**src/rtl/alloc_nw_if.sv**
```systemverilog
// alloc_nw_pkg / alloc_nw_if
//   Shared types for the N-wide allocation stage, and the interface that
//   bundles the RA0 (rename -> alloc) and RS0 (alloc -> reservation
//   station) buses.
//
//   RA0 side : valid_ra0, uinstr_ra0, rename_ra0 in; alloc_ready_ra0 and
//              src_addr_ra0 out.
//   RS0 side : rs/ldq/stq free counts and ldq/stq id bases in;
//              disp_valid_rs0, disp_pkt_rs0 and the ldq/stq alloc counts out.
//   Modports : slave = the allocation stage, master = its environment.

package alloc_nw_pkg;

  localparam int NUM_SOURCES = 2;
  localparam int GPR_ID_W    = 5;
  localparam int PREG_ID_W   = 7;
  localparam int ROB_ID_W    = 6;
  localparam int LDQ_ID_W    = 3;
  localparam int STQ_ID_W    = 2;

  typedef logic [GPR_ID_W-1:0]  t_gpr_id;
  typedef logic [PREG_ID_W-1:0] t_preg_id;
  typedef logic [ROB_ID_W-1:0]  t_rob_id;
  typedef logic [LDQ_ID_W-1:0]  t_ldq_id;
  typedef logic [STQ_ID_W-1:0]  t_stq_id;

  typedef struct packed {
    logic [7:0] opcode;
    t_gpr_id    dst;
    t_gpr_id    src1;
    t_gpr_id    src2;
    logic       uop_is_ld;
    logic       uop_is_st;
  } t_uinstr;

  typedef struct packed {
    t_rob_id  robid;
    t_preg_id pdst;
    t_preg_id psrc1;
    t_preg_id psrc2;
    logic     psrc1_pend;
    logic     psrc2_pend;
  } t_rename_pkt;

  // Flush from the retire stage; only the strobe matters to allocation.
  typedef struct packed {
    logic valid;
  } t_nuke_pkt;

  typedef struct packed {
    t_ldq_id ldqid;
    t_stq_id stqid;
  } t_mem_meta;

  typedef struct packed {
    t_mem_meta mem;
  } t_meta;

  typedef struct packed {
    t_uinstr     uinstr;
    t_rename_pkt rename;
    t_meta       meta;
  } t_disp_pkt;

endpackage

interface alloc_nw_if #(
  parameter int ALLOC_WIDTH = 2
);
  import alloc_nw_pkg::*;

  localparam int CNT_W = $clog2(ALLOC_WIDTH + 1);

  // RA0
  logic        [ALLOC_WIDTH-1:0]                  valid_ra0;
  t_uinstr     [ALLOC_WIDTH-1:0]                  uinstr_ra0;
  t_rename_pkt [ALLOC_WIDTH-1:0]                  rename_ra0;
  logic                                           alloc_ready_ra0;
  t_gpr_id     [ALLOC_WIDTH-1:0][NUM_SOURCES-1:0] src_addr_ra0;

  // RS0
  logic        [CNT_W-1:0]                        rs_free_rs0;
  logic        [CNT_W-1:0]                        ldq_free_rs0;
  logic        [CNT_W-1:0]                        stq_free_rs0;
  t_ldq_id                                        ldqid_base_rs0;
  t_stq_id                                        stqid_base_rs0;
  logic        [ALLOC_WIDTH-1:0]                  disp_valid_rs0;
  t_disp_pkt   [ALLOC_WIDTH-1:0]                  disp_pkt_rs0;
  logic        [CNT_W-1:0]                        ldq_alloc_cnt_rs0;
  logic        [CNT_W-1:0]                        stq_alloc_cnt_rs0;

  modport slave (
    input  valid_ra0, uinstr_ra0, rename_ra0,
    input  rs_free_rs0, ldq_free_rs0, stq_free_rs0,
    input  ldqid_base_rs0, stqid_base_rs0,
    output alloc_ready_ra0, src_addr_ra0,
    output disp_valid_rs0, disp_pkt_rs0,
    output ldq_alloc_cnt_rs0, stq_alloc_cnt_rs0
  );

  modport master (
    output valid_ra0, uinstr_ra0, rename_ra0,
    output rs_free_rs0, ldq_free_rs0, stq_free_rs0,
    output ldqid_base_rs0, stqid_base_rs0,
    input  alloc_ready_ra0, src_addr_ra0,
    input  disp_valid_rs0, disp_pkt_rs0,
    input  ldq_alloc_cnt_rs0, stq_alloc_cnt_rs0
  );

endinterface

```
**src/rtl/alloc_nw.sv**
```systemverilog
// alloc_nw
//   N-wide allocation stage between rename (RA0) and the reservation
//   stations (RS0). Whole rename groups are captured into a small
//   group-granular skid FIFO; lanes of the head group dispatch in program
//   order as RS/LDQ/STQ credits allow, possibly over several cycles. Memory
//   uops are stamped with ldq/stq ids at dispatch. alloc_ready_ra0 comes
//   from FIFO occupancy only, so rename never sees a combinational stall
//   path from the RS0 credit inputs.
//
//   clk      : clock
//   reset    : synchronous active-high reset
//   nuke_rb1 : flush; .valid kills every held group and masks dispatch
//   alloc_if : alloc_nw_if.slave, RA0 and RS0 buses

module alloc_nw
  import alloc_nw_pkg::*;
#(
  parameter int ALLOC_WIDTH = 2,
  parameter int SKID_DEPTH  = 2
) (
  input  logic             clk,
  input  logic             reset,
  input  t_nuke_pkt        nuke_rb1,
  alloc_nw_if.slave        alloc_if
);

  localparam int CNT_W = $clog2(ALLOC_WIDTH + 1);
  localparam int PTR_W = $clog2(SKID_DEPTH);
  localparam int OCC_W = $clog2(SKID_DEPTH + 1);

  typedef logic [ALLOC_WIDTH-1:0] t_lane_mask;
  typedef t_disp_pkt [ALLOC_WIDTH-1:0] t_group;

  // FIFO state
  logic [PTR_W-1:0] head_q, head_d;
  logic [PTR_W-1:0] tail_q, tail_d;
  logic [OCC_W-1:0] count_q, count_d;
  t_lane_mask       pend_q [SKID_DEPTH];
  t_group           grp_q  [SKID_DEPTH];

  logic       accept;
  logic       pop;
  logic       head_vld;
  t_lane_mask head_pend;
  t_lane_mask pend_next;
  t_lane_mask valid_contig;
  t_group     in_grp;

  // ---------------------------------------------------------------- RA0
  assign alloc_if.alloc_ready_ra0 = (count_q < OCC_W'(SKID_DEPTH));
  assign accept = alloc_if.alloc_ready_ra0 & (|alloc_if.valid_ra0) & ~nuke_rb1.valid;

  always_comb begin
    for (int i = 0; i < ALLOC_WIDTH; i++) begin
      in_grp[i].uinstr              = alloc_if.uinstr_ra0[i];
      in_grp[i].rename              = alloc_if.rename_ra0[i];
      in_grp[i].meta                = '0;
      alloc_if.src_addr_ra0[i][0]   = alloc_if.uinstr_ra0[i].src1;
      alloc_if.src_addr_ra0[i][1]   = alloc_if.uinstr_ra0[i].src2;
    end
  end

  // ---------------------------------------------------------------- RS0
  assign head_vld  = (count_q != '0);
  assign head_pend = pend_q[head_q];

  logic [CNT_W-1:0] rs_used, ld_used, st_used;
  logic             walk_ok;
  logic             is_ld, is_st;

  // NOTE: every output of this block gets a default before the walk so no
  // path leaves a variable unassigned and no latch is inferred. Blocking
  // assignments are intentional: the running credit totals must be visible
  // to the next lane within the same evaluation.
  always_comb begin
    alloc_if.disp_valid_rs0 = '0;
    alloc_if.disp_pkt_rs0   = grp_q[head_q];
    rs_used = '0;
    ld_used = '0;
    st_used = '0;
    is_ld   = 1'b0;
    is_st   = 1'b0;
    walk_ok = head_vld & ~nuke_rb1.valid & ~reset;

    // In-order walk: already-dispatched lanes are skipped; the first lane
    // that lacks a credit stops all younger lanes.
    for (int i = 0; i < ALLOC_WIDTH; i++) begin
      is_ld = grp_q[head_q][i].uinstr.uop_is_ld;
      is_st = grp_q[head_q][i].uinstr.uop_is_st;
      if (walk_ok && head_pend[i]) begin
        if ((rs_used + CNT_W'(1))     <= alloc_if.rs_free_rs0  &&
            (ld_used + CNT_W'(is_ld)) <= alloc_if.ldq_free_rs0 &&
            (st_used + CNT_W'(is_st)) <= alloc_if.stq_free_rs0) begin
          alloc_if.disp_valid_rs0[i] = 1'b1;
          if (is_ld || is_st) begin
            // Ids are offsets from the queue's next free id; the sum wraps.
            alloc_if.disp_pkt_rs0[i].meta.mem.ldqid =
              alloc_if.ldqid_base_rs0 + LDQ_ID_W'(ld_used);
            alloc_if.disp_pkt_rs0[i].meta.mem.stqid =
              alloc_if.stqid_base_rs0 + STQ_ID_W'(st_used);
          end
          rs_used = rs_used + CNT_W'(1);
          ld_used = ld_used + CNT_W'(is_ld);
          st_used = st_used + CNT_W'(is_st);
        end else begin
          walk_ok = 1'b0;
        end
      end
    end

    alloc_if.ldq_alloc_cnt_rs0 = ld_used;
    alloc_if.stq_alloc_cnt_rs0 = st_used;
  end

  // ---------------------------------------------------------------- FIFO
  assign pend_next = head_pend & ~alloc_if.disp_valid_rs0;
  assign pop       = (|alloc_if.disp_valid_rs0) & (pend_next == '0);

  always_comb begin
    head_d  = head_q + PTR_W'(pop);
    tail_d  = tail_q + PTR_W'(accept);
    count_d = count_q + OCC_W'(accept) - OCC_W'(pop);
  end

  // NOTE: sequential state uses non-blocking assignments only, so every
  // register samples the pre-edge values regardless of statement order.
  always_ff @(posedge clk) begin
    if (reset || nuke_rb1.valid) begin
      head_q  <= '0;
      tail_q  <= '0;
      count_q <= '0;
      for (int s = 0; s < SKID_DEPTH; s++) pend_q[s] <= '0;
    end else begin
      head_q  <= head_d;
      tail_q  <= tail_d;
      count_q <= count_d;
      // Head and tail coincide only when empty (no head update) or full
      // (no push), so these two writes never target the same slot.
      if (|alloc_if.disp_valid_rs0) pend_q[head_q] <= pend_next;
      if (accept)                   pend_q[tail_q] <= alloc_if.valid_ra0;
    end
  end

  // NOTE: the group payload is deliberately not reset; a slot is only read
  // while its pending mask is non-zero, and that mask is always cleared.
  always_ff @(posedge clk) begin
    if (accept) grp_q[tail_q] <= in_grp;
  end

  // ---------------------------------------------------------------- checks
  assign valid_contig = alloc_if.valid_ra0 & (alloc_if.valid_ra0 + t_lane_mask'(1));

  a_valid_contiguous: assert property (@(posedge clk) disable iff (reset)
    (|alloc_if.valid_ra0) |-> (valid_contig == '0));

  a_no_push_on_full: assert property (@(posedge clk) disable iff (reset)
    !(accept && (count_q == OCC_W'(SKID_DEPTH))));

endmodule

```
**src/flat_wrapper.sv**
```systemverilog
// flat-port wrapper written by rule: the top's interface ports become plain ports
module alloc_nw_flat import alloc_nw_pkg::*;
#(
  parameter int ALLOC_WIDTH = 2,
  parameter int SKID_DEPTH  = 2
)
  (clk, reset, nuke_rb1, alloc_if_valid_ra0, alloc_if_uinstr_ra0, alloc_if_rename_ra0, alloc_if_rs_free_rs0, alloc_if_ldq_free_rs0, alloc_if_stq_free_rs0, alloc_if_ldqid_base_rs0, alloc_if_stqid_base_rs0, alloc_if_alloc_ready_ra0, alloc_if_src_addr_ra0, alloc_if_disp_valid_rs0, alloc_if_disp_pkt_rs0, alloc_if_ldq_alloc_cnt_rs0, alloc_if_stq_alloc_cnt_rs0);
  alloc_nw_if #(.ALLOC_WIDTH(ALLOC_WIDTH)) alloc_if_i ();
  input  logic clk;
  input  logic reset;
  input  t_nuke_pkt nuke_rb1;
  input wire logic [$bits(alloc_if_i.valid_ra0)-1:0] alloc_if_valid_ra0;
  input wire logic [$bits(alloc_if_i.uinstr_ra0)-1:0] alloc_if_uinstr_ra0;
  input wire logic [$bits(alloc_if_i.rename_ra0)-1:0] alloc_if_rename_ra0;
  input wire logic [$bits(alloc_if_i.rs_free_rs0)-1:0] alloc_if_rs_free_rs0;
  input wire logic [$bits(alloc_if_i.ldq_free_rs0)-1:0] alloc_if_ldq_free_rs0;
  input wire logic [$bits(alloc_if_i.stq_free_rs0)-1:0] alloc_if_stq_free_rs0;
  input wire logic [$bits(alloc_if_i.ldqid_base_rs0)-1:0] alloc_if_ldqid_base_rs0;
  input wire logic [$bits(alloc_if_i.stqid_base_rs0)-1:0] alloc_if_stqid_base_rs0;
  output wire logic [$bits(alloc_if_i.alloc_ready_ra0)-1:0] alloc_if_alloc_ready_ra0;
  output wire logic [$bits(alloc_if_i.src_addr_ra0)-1:0] alloc_if_src_addr_ra0;
  output wire logic [$bits(alloc_if_i.disp_valid_rs0)-1:0] alloc_if_disp_valid_rs0;
  output wire logic [$bits(alloc_if_i.disp_pkt_rs0)-1:0] alloc_if_disp_pkt_rs0;
  output wire logic [$bits(alloc_if_i.ldq_alloc_cnt_rs0)-1:0] alloc_if_ldq_alloc_cnt_rs0;
  output wire logic [$bits(alloc_if_i.stq_alloc_cnt_rs0)-1:0] alloc_if_stq_alloc_cnt_rs0;
  assign alloc_if_i.valid_ra0 = alloc_if_valid_ra0;
  assign alloc_if_i.uinstr_ra0 = alloc_if_uinstr_ra0;
  assign alloc_if_i.rename_ra0 = alloc_if_rename_ra0;
  assign alloc_if_i.rs_free_rs0 = alloc_if_rs_free_rs0;
  assign alloc_if_i.ldq_free_rs0 = alloc_if_ldq_free_rs0;
  assign alloc_if_i.stq_free_rs0 = alloc_if_stq_free_rs0;
  assign alloc_if_i.ldqid_base_rs0 = alloc_if_ldqid_base_rs0;
  assign alloc_if_i.stqid_base_rs0 = alloc_if_stqid_base_rs0;
  assign alloc_if_alloc_ready_ra0 = alloc_if_i.alloc_ready_ra0;
  assign alloc_if_src_addr_ra0 = alloc_if_i.src_addr_ra0;
  assign alloc_if_disp_valid_rs0 = alloc_if_i.disp_valid_rs0;
  assign alloc_if_disp_pkt_rs0 = alloc_if_i.disp_pkt_rs0;
  assign alloc_if_ldq_alloc_cnt_rs0 = alloc_if_i.ldq_alloc_cnt_rs0;
  assign alloc_if_stq_alloc_cnt_rs0 = alloc_if_i.stq_alloc_cnt_rs0;
  alloc_nw #(.ALLOC_WIDTH(ALLOC_WIDTH), .SKID_DEPTH(SKID_DEPTH)) u_core (.clk(clk), .reset(reset), .nuke_rb1(nuke_rb1), .alloc_if(alloc_if_i));
endmodule
```
**config.mk**
```make
export PLATFORM = sky130hd
export DESIGN_NAME = alloc_nw_flat
export DESIGN_NICKNAME = d
export VERILOG_FILES = /design/src/rtl/alloc_nw_if.sv /design/src/rtl/alloc_nw.sv /design/src/flat_wrapper.sv
export SDC_FILE = /design/constraint.sdc
export NUM_CORES = 1
export LEC_CHECK = 0
export ABC_AREA = 1
export CORE_MARGIN = 4
export CORE_UTILIZATION = 47
export DETAILED_ROUTE_END_ITERATION = 8
export GPL_TIMING_DRIVEN = 0
export PLACE_DENSITY_LB_ADDON = 0.3
export SLEW_MARGIN = 20
export SYNTH_ARGS = -nofsm -noshare
export SYNTH_HDL_FRONTEND = slang
export SYNTH_SLANG_ARGS = --single-unit
```
**constraint.sdc**
```tcl
create_clock -name clk -period 5.5 [get_ports clk]
set_input_delay 1.1 -clock clk [delete_from_list [all_inputs] [get_ports clk]]
set_output_delay 1.1 -clock clk [all_outputs]
set_load 0.05 [all_outputs]
```
# --- After elaboration in Yosys (flattened, before gate mapping) ---
# Memories as Yosys holds them, arrays and structs flattened. A register that Yosys moved wholly into a read port is not among the register bits.
# Index checks and enable logic that the tools add are counted.
word_totals:
  regBits: 4
  latch_bits: 0
  ram_bits: 220
  rom_bits: 0
  memories: 2
op_classes:
  n_addsub: 9
  mul: 0
  div_mod_pow: 0
  magnitude_cmp: 7
  n_eq_ne: 0
  shift: 0
  n_mux: 39
  bitwise_logic: 9
  n_reduce_logical: 15
memory_table:
  columns: ["name", "words", "word_bits", "read_ports", "rd_clocked_by_memory_dff", "write_ports", "line_no", "source"]
  rows:
  - ["u_core.grp_q", 2, 108, 1, 1, 1, "alloc_nw.sv:39", "t_group grp_q [SKID_DEPTH];"]
  - ["u_core.pend_q", 2, 2, 1, 1, 2, "alloc_nw.sv:38", "t_lane_mask pend_q [SKID_DEPTH];"]
op_table:
  columns: ["op", "n"]
  rows:
  - ["5-bit 2-to-1 mux", 6]
  - ["1-bit 2-to-1 mux", 24]
  - ["2-bit 2-to-1 mux", 9]
  - ["2-bit OR reduction", 4]
  - ["2-bit by 1-bit adder with 2-bit output", 3]
  - ["2-bit <= comparator", 3]
  - ["1-bit logical AND", 6]
  - ["1-bit bitwise AND", 5]
  - ["1-bit by 2-bit <= comparator with 1-bit output", 2]
  - ["3-bit by 2-bit adder with 3-bit output", 1]
  - ["1-bit logical OR", 3]
  - ["1-bit adder", 2]
  - ["2-bit by 1-bit adder with 2-bit output, second input constant", 1]
  - ["2-bit adder", 1]
  - ["2-bit bitwise AND", 1]
  - ["1-bit by 2-bit <= comparator with 1-bit output, first input constant", 1]
  - ["2-bit logical NOT", 1]
  - ["2-bit less-than comparator, second input constant", 1]
  - ["1-bit NOT", 2]
  - ["2-bit NOT", 1]
  - ["2-bit nonzero test", 1]
  - ["2-bit by 1-bit subtractor with 2-bit output", 1]

# --- Logic depth before layout (Yosys ltp) ---
logic_depth:
  depth_word: 17
  depth_mapped: 29

# --- Worst setup path after synthesis ---
# OpenSTA, ideal clock, no wires.
synth_timing:
  path_kind: "input -> output"
  start: "in alloc_if_ldq_free_rs0[0]"
  end: "out alloc_if_ldq_alloc_cnt_rs0[0]"
  arrival_ps: 4360
  required_time_ps: 4400
  slack_ps: 40
  stages: 19
  path_cell_list: "ha_1 -> nor2_1 -> nand2_1 -> nand2_1 -> nor2_1 -> nand2_2 -> inv_2 -> nand2_1 -> inv_1 -> ha_1 -> inv_1 -> ha_1 -> nand2_1 -> inv_1 -> nor2_1 -> nor2_1 -> nand3_2 -> inv_1 -> o21ai_0"
synth_via:
  elab_chain_cells: 11
  word_cells_on_any_way: 22
  classes_between: "3 x add/sub; 4 x order compare; 10 x mux; 5 x reduce/logical"
synth_lines:
  columns: ["item", "line_no", "source"]
  rows:
  - ["start: declaration", "flat_wrapper.sv:16", "input wire logic [$bits(alloc_if_i.ldq_free_rs0)-1:0] alloc_if_ldq_free_rs0;"]
  - ["1-bit by 2-bit <= comparator with 1-bit output", "alloc_nw.sv:92", "(ld_used + CNT_W'(is_ld)) <= alloc_if.ldq_free_rs0 &&"]
  - ["1-bit logical AND", "alloc_nw.sv:91", "if ((rs_used + CNT_W'(1)) <= alloc_if.rs_free_rs0 &&"]
  - ["1-bit logical AND", "alloc_nw.sv:92", null]
  - ["1-bit 2-to-1 mux", "alloc_nw.sv:91", null]
  - ["2-bit 2-to-1 mux", "alloc_nw.sv:90", "if (walk_ok && head_pend[i]) begin"]
  - ["2-bit by 1-bit adder with 2-bit output (on tied branches)", "alloc_nw.sv:91, alloc_nw.sv:92, alloc_nw.sv:103", null]
  - ["2-bit <= comparator (on tied branches)", "alloc_nw.sv:91, alloc_nw.sv:92", null]
  - ["1-bit logical AND", "alloc_nw.sv:91", null]
  - ["1-bit logical AND", "alloc_nw.sv:92", null]
  - ["2-bit 2-to-1 mux", "alloc_nw.sv:91", null]
  - ["2-bit 2-to-1 mux (*)", "alloc_nw.sv:90", null]
  - ["end: declaration", "flat_wrapper.sv:24", "output wire logic [$bits(alloc_if_i.ldq_alloc_cnt_rs0)-1:0] alloc_if_ldq_alloc_cnt_rs0;"]
# Mark *: on every way between the ends. The rest lies on a longest branch, timed or not.

# --- Worst setup path in the final report ---
# Ends and elaborated chain as after synthesis.

==> qor.yml <==
htreeDepth: 1
grt.total_usage_pct: 19.63
synth_top_cell_area_share_pct: 73.68
rows: 50
p_total_mw: 4.026
drive_gt1_share_pct: 8.593
ctsHoldBuffers: 0
min_period_ns: 5.233
endpoint_kind: "output pin"
synth-edff-count: 220
hold_ws_ns: 0.5112
timing.fmax_mhz: 191.1
crit_arrival_ns: 4.13
die_w_um: 146.1
fillers: 1369
seq_area_frac_synth_pct: 74.57
maxSlewViolCount: 0
antenna_found_initial: 1
relSlewSlack_pct: 42.15
netlist_area_mm2: 0.008966
drv_cap: 0
ir_drop_mv: 0.2798
crit_family: "buffers and inverters"
status: "complete, no violations"
synth.distinct_cells: 27
gp_congestion: 0.8225
clkSlewWorstSetupHoldPaths_ns: 0.06
detail_route.wl_per_cell_um: 16.73
placedCellCount: 1251
yosysMostFrequentCell: "nand2_1"
die_h_um: 146.1
clkLatencyLatePin_ns: 0.50
firstDrtPassIters: 4
drt-total-wl_um: 21640
max_stage_delay_ns: 0.48
cts-root-buf: "clkbuf_16"
rsz0062_at_grt: "false"
cts_tree: "done"
p_per_area_mw_per_mm2: 315.6
slowest_stage: "clkdlybuf4s50_1"
p_leak_nw: 5.124
hold_viol: 0
syn_avg_cell_area_um2: 12.04
numCtsBuffers: 24
yosys_warnings: 0
cts.sinks: 224
drtIter0Drc: 294
io_pins: 269
io_buffers: 268
grt_pass1_wl_um: 33440
synth_area_leader_cell: "edfxtp_1"
overflow: 0
crit_path_frequent_cell: "nand2_1"
fin_nets: 1184
dieArea_mm2: 0.02135
seqCellArea_mm2: 0.006686
critPathBufInv: 7
stdcell_area_mm2: 0.01276
placed_cell_area_mm2: 0.01208
fin_skew_ns: 0.01311
max_slew.worst_pin.slew_ns: 0.8612
ys_ff_latch: 224
multi_input_area_mm2: 0.001883
worstPathRequired_ns: 4.40
ys_top_cells_by_count: "nand2_1 (362), edfxtp_1 (220), inv_1 (36), nor2_1 (29), buf_4 (22)"
setup_viol: 0
stdcell_count: 1294
cts_buffer_depth: 3
hold_class: "flop to flop"
crit_chain: "clkdlybuf4s50_1 -> ha_1 -> nor2_1 -> nand2_1 -> nand2_1 -> nor2_1 -> nand2_2 -> inv_2 -> nand2_1 -> inv_1 -> ha_1 -> inv_1 -> ha_1 -> nand2_1 -> nand2_1 -> nand2_1 -> inv_1 -> nand3_2 -> inv_1 -> nand2_1 -> o21ai_0 -> clkbuf_2"
ant_nets: 0
critical_path_class: "primary input to output pin"
finalCritPeriodShare_pct: 95.15
synth_ff_type: "edfxtp_1"
async_flop_share_pct: 0
dpl.hpwl_um: 15570
synthCells: 745
first_global_vias: 6443
core_mm2: 0.01871
vias: 6208
grt_max_degree: 52
vias_per_cell: 4.798
area_delta_synth_final_pct: 42.30
startpoint_type: "primary input"
final_util_pct: 68.21
syn_nets: 886
synth.area.top_cells: "edfxtp_1 (74%), nand2_1 (15%), ha_1 (2.4%)"
drc: 0
crit_fanout: 9
start_util_pct: 47.93
[final timing paths]
| check | startpoint | to | slack (ns) | depth (start not counted) |
|---|---|---|---|---|
| max | alloc_if_ldq_free_rs0[0] | alloc_if_ldq_alloc_cnt_rs0[0] | 0.27 | 22 |
| min | u_core.count_q[1]$_SDFF_PP0_ | u_core.count_q[1]$_SDFF_PP0_ | 0.51 | 1 |
| min reg2reg | u_core.count_q[1]$_SDFF_PP0_ | u_core.count_q[1]$_SDFF_PP0_ | 0.51 | 1 |
| max reg2reg | u_core.head_q$_SDFF_PP0_ | u_core.count_q[1]$_SDFF_PP0_ | 1.48 | 27 |
[report_power, final]
group	switching, mW	internal (mW)	total (mW)
clock	0.614	0.874	1.49
combinational	0.348	0.218	0.566
sequential	0.0171	1.96	1.97
total	0.979	3.05	4.03
[cell type report]
| type | instances | share of cell area [%] |
|---|---|---|
| multi-input cells | 436 | 14.76 |
| repair buffers | 272 | 21.52 |
| plain buffers | 47 | 2.187 |
| diodes | 1 | 0.01961 |
| clock inverters | 11 | 0.6178 |
| inverters | 38 | 1.118 |
| clock buffers | 31 | 5.080 |
| flip-flops and latches | 224 | 52.41 |
| well taps | 234 | 2.295 |
[flip-flops by register name, indices dropped and copies added, names as in the netlist]
| signal | flops |
|---|---|
| u_core.tail_q | 1 |
| u_core.count_q | 2 |
| u_core.grp_q | 216 |
| u_core.pend_q | 4 |
| u_core.head_q | 1 |
[metrics by stage]
step | setup slack [ns] | TNS (ns)
floorplan | 0.03975 | 0
global placement | -1.204 | -258.11
detailed placement | -0.2814 | -2.286
CTS | 0.003444 | 0
global route | 0.003699 | 0
finish | 0.2668 | 0
[layout by cell type (no fill, tap or decap)]
cell type          n
nor2_1            29
clkdlybuf4s50_1  258
diode_2            1
o21ai_0            5
buf_2             11
o211ai_1           1
buf_4             22
o21bai_1           2
nor4_2             1
ha_1              15
ha_4               2
xor2_1             1
clkbuf_4           1
dfxtp_1            4
clkbuf_2           8
clkinv_4           1
clkbuf_1          17
clkinv_2           5
nand3_2            1
clkinv_1           4
clkbuf_16         25
nand3_1            3
nand4_1            2
or2_2              3
inv_1             36
edfxtp_1         220
buf_6              1
nor3_1             2
bufinv_16          1
nand2_1          362
xnor2_1            1
inv_2              2
a21oi_1            2
o21ai_1            1
buf_1              3
nand2_2            1
nor2_2             2
buf_16             4
[kinds of logic (layout without fill, tap and decap cells)]
kind of cell | count (synthesis) | count (layout) | synth area share (%)
AO/OA/AOI/OAI | 11 | 11 | 0.6976
XOR/XNOR | 2 | 2 | 0.1954
adder cells (fa/ha/maj) | 17 | 17 | 2.372
buffers and inverters | 85 | 399 | 4.703
flip-flops | 224 | 224 | 74.57
other | 0 | 1 | 0
AND/OR/NAND/NOR | 406 | 406 | 17.46
[timing repair]
item                                    CTS  global route
gates resized for setup                  10            27
endpoints found under the setup margin   10            10
gates cloned                              0             0
pin swaps                                 0             0
buffers inserted                          0             0
[per-layer routing]
metal / global-route usage, % / share of wire [%]
met1: 22.07 / 38
met2: 35.17 / 51
met3: 6.828 / 8.7
met4: 6.068 / 2.6
met5: 0 / 0
No activity file was read; power rests on OpenSTA's default activity.
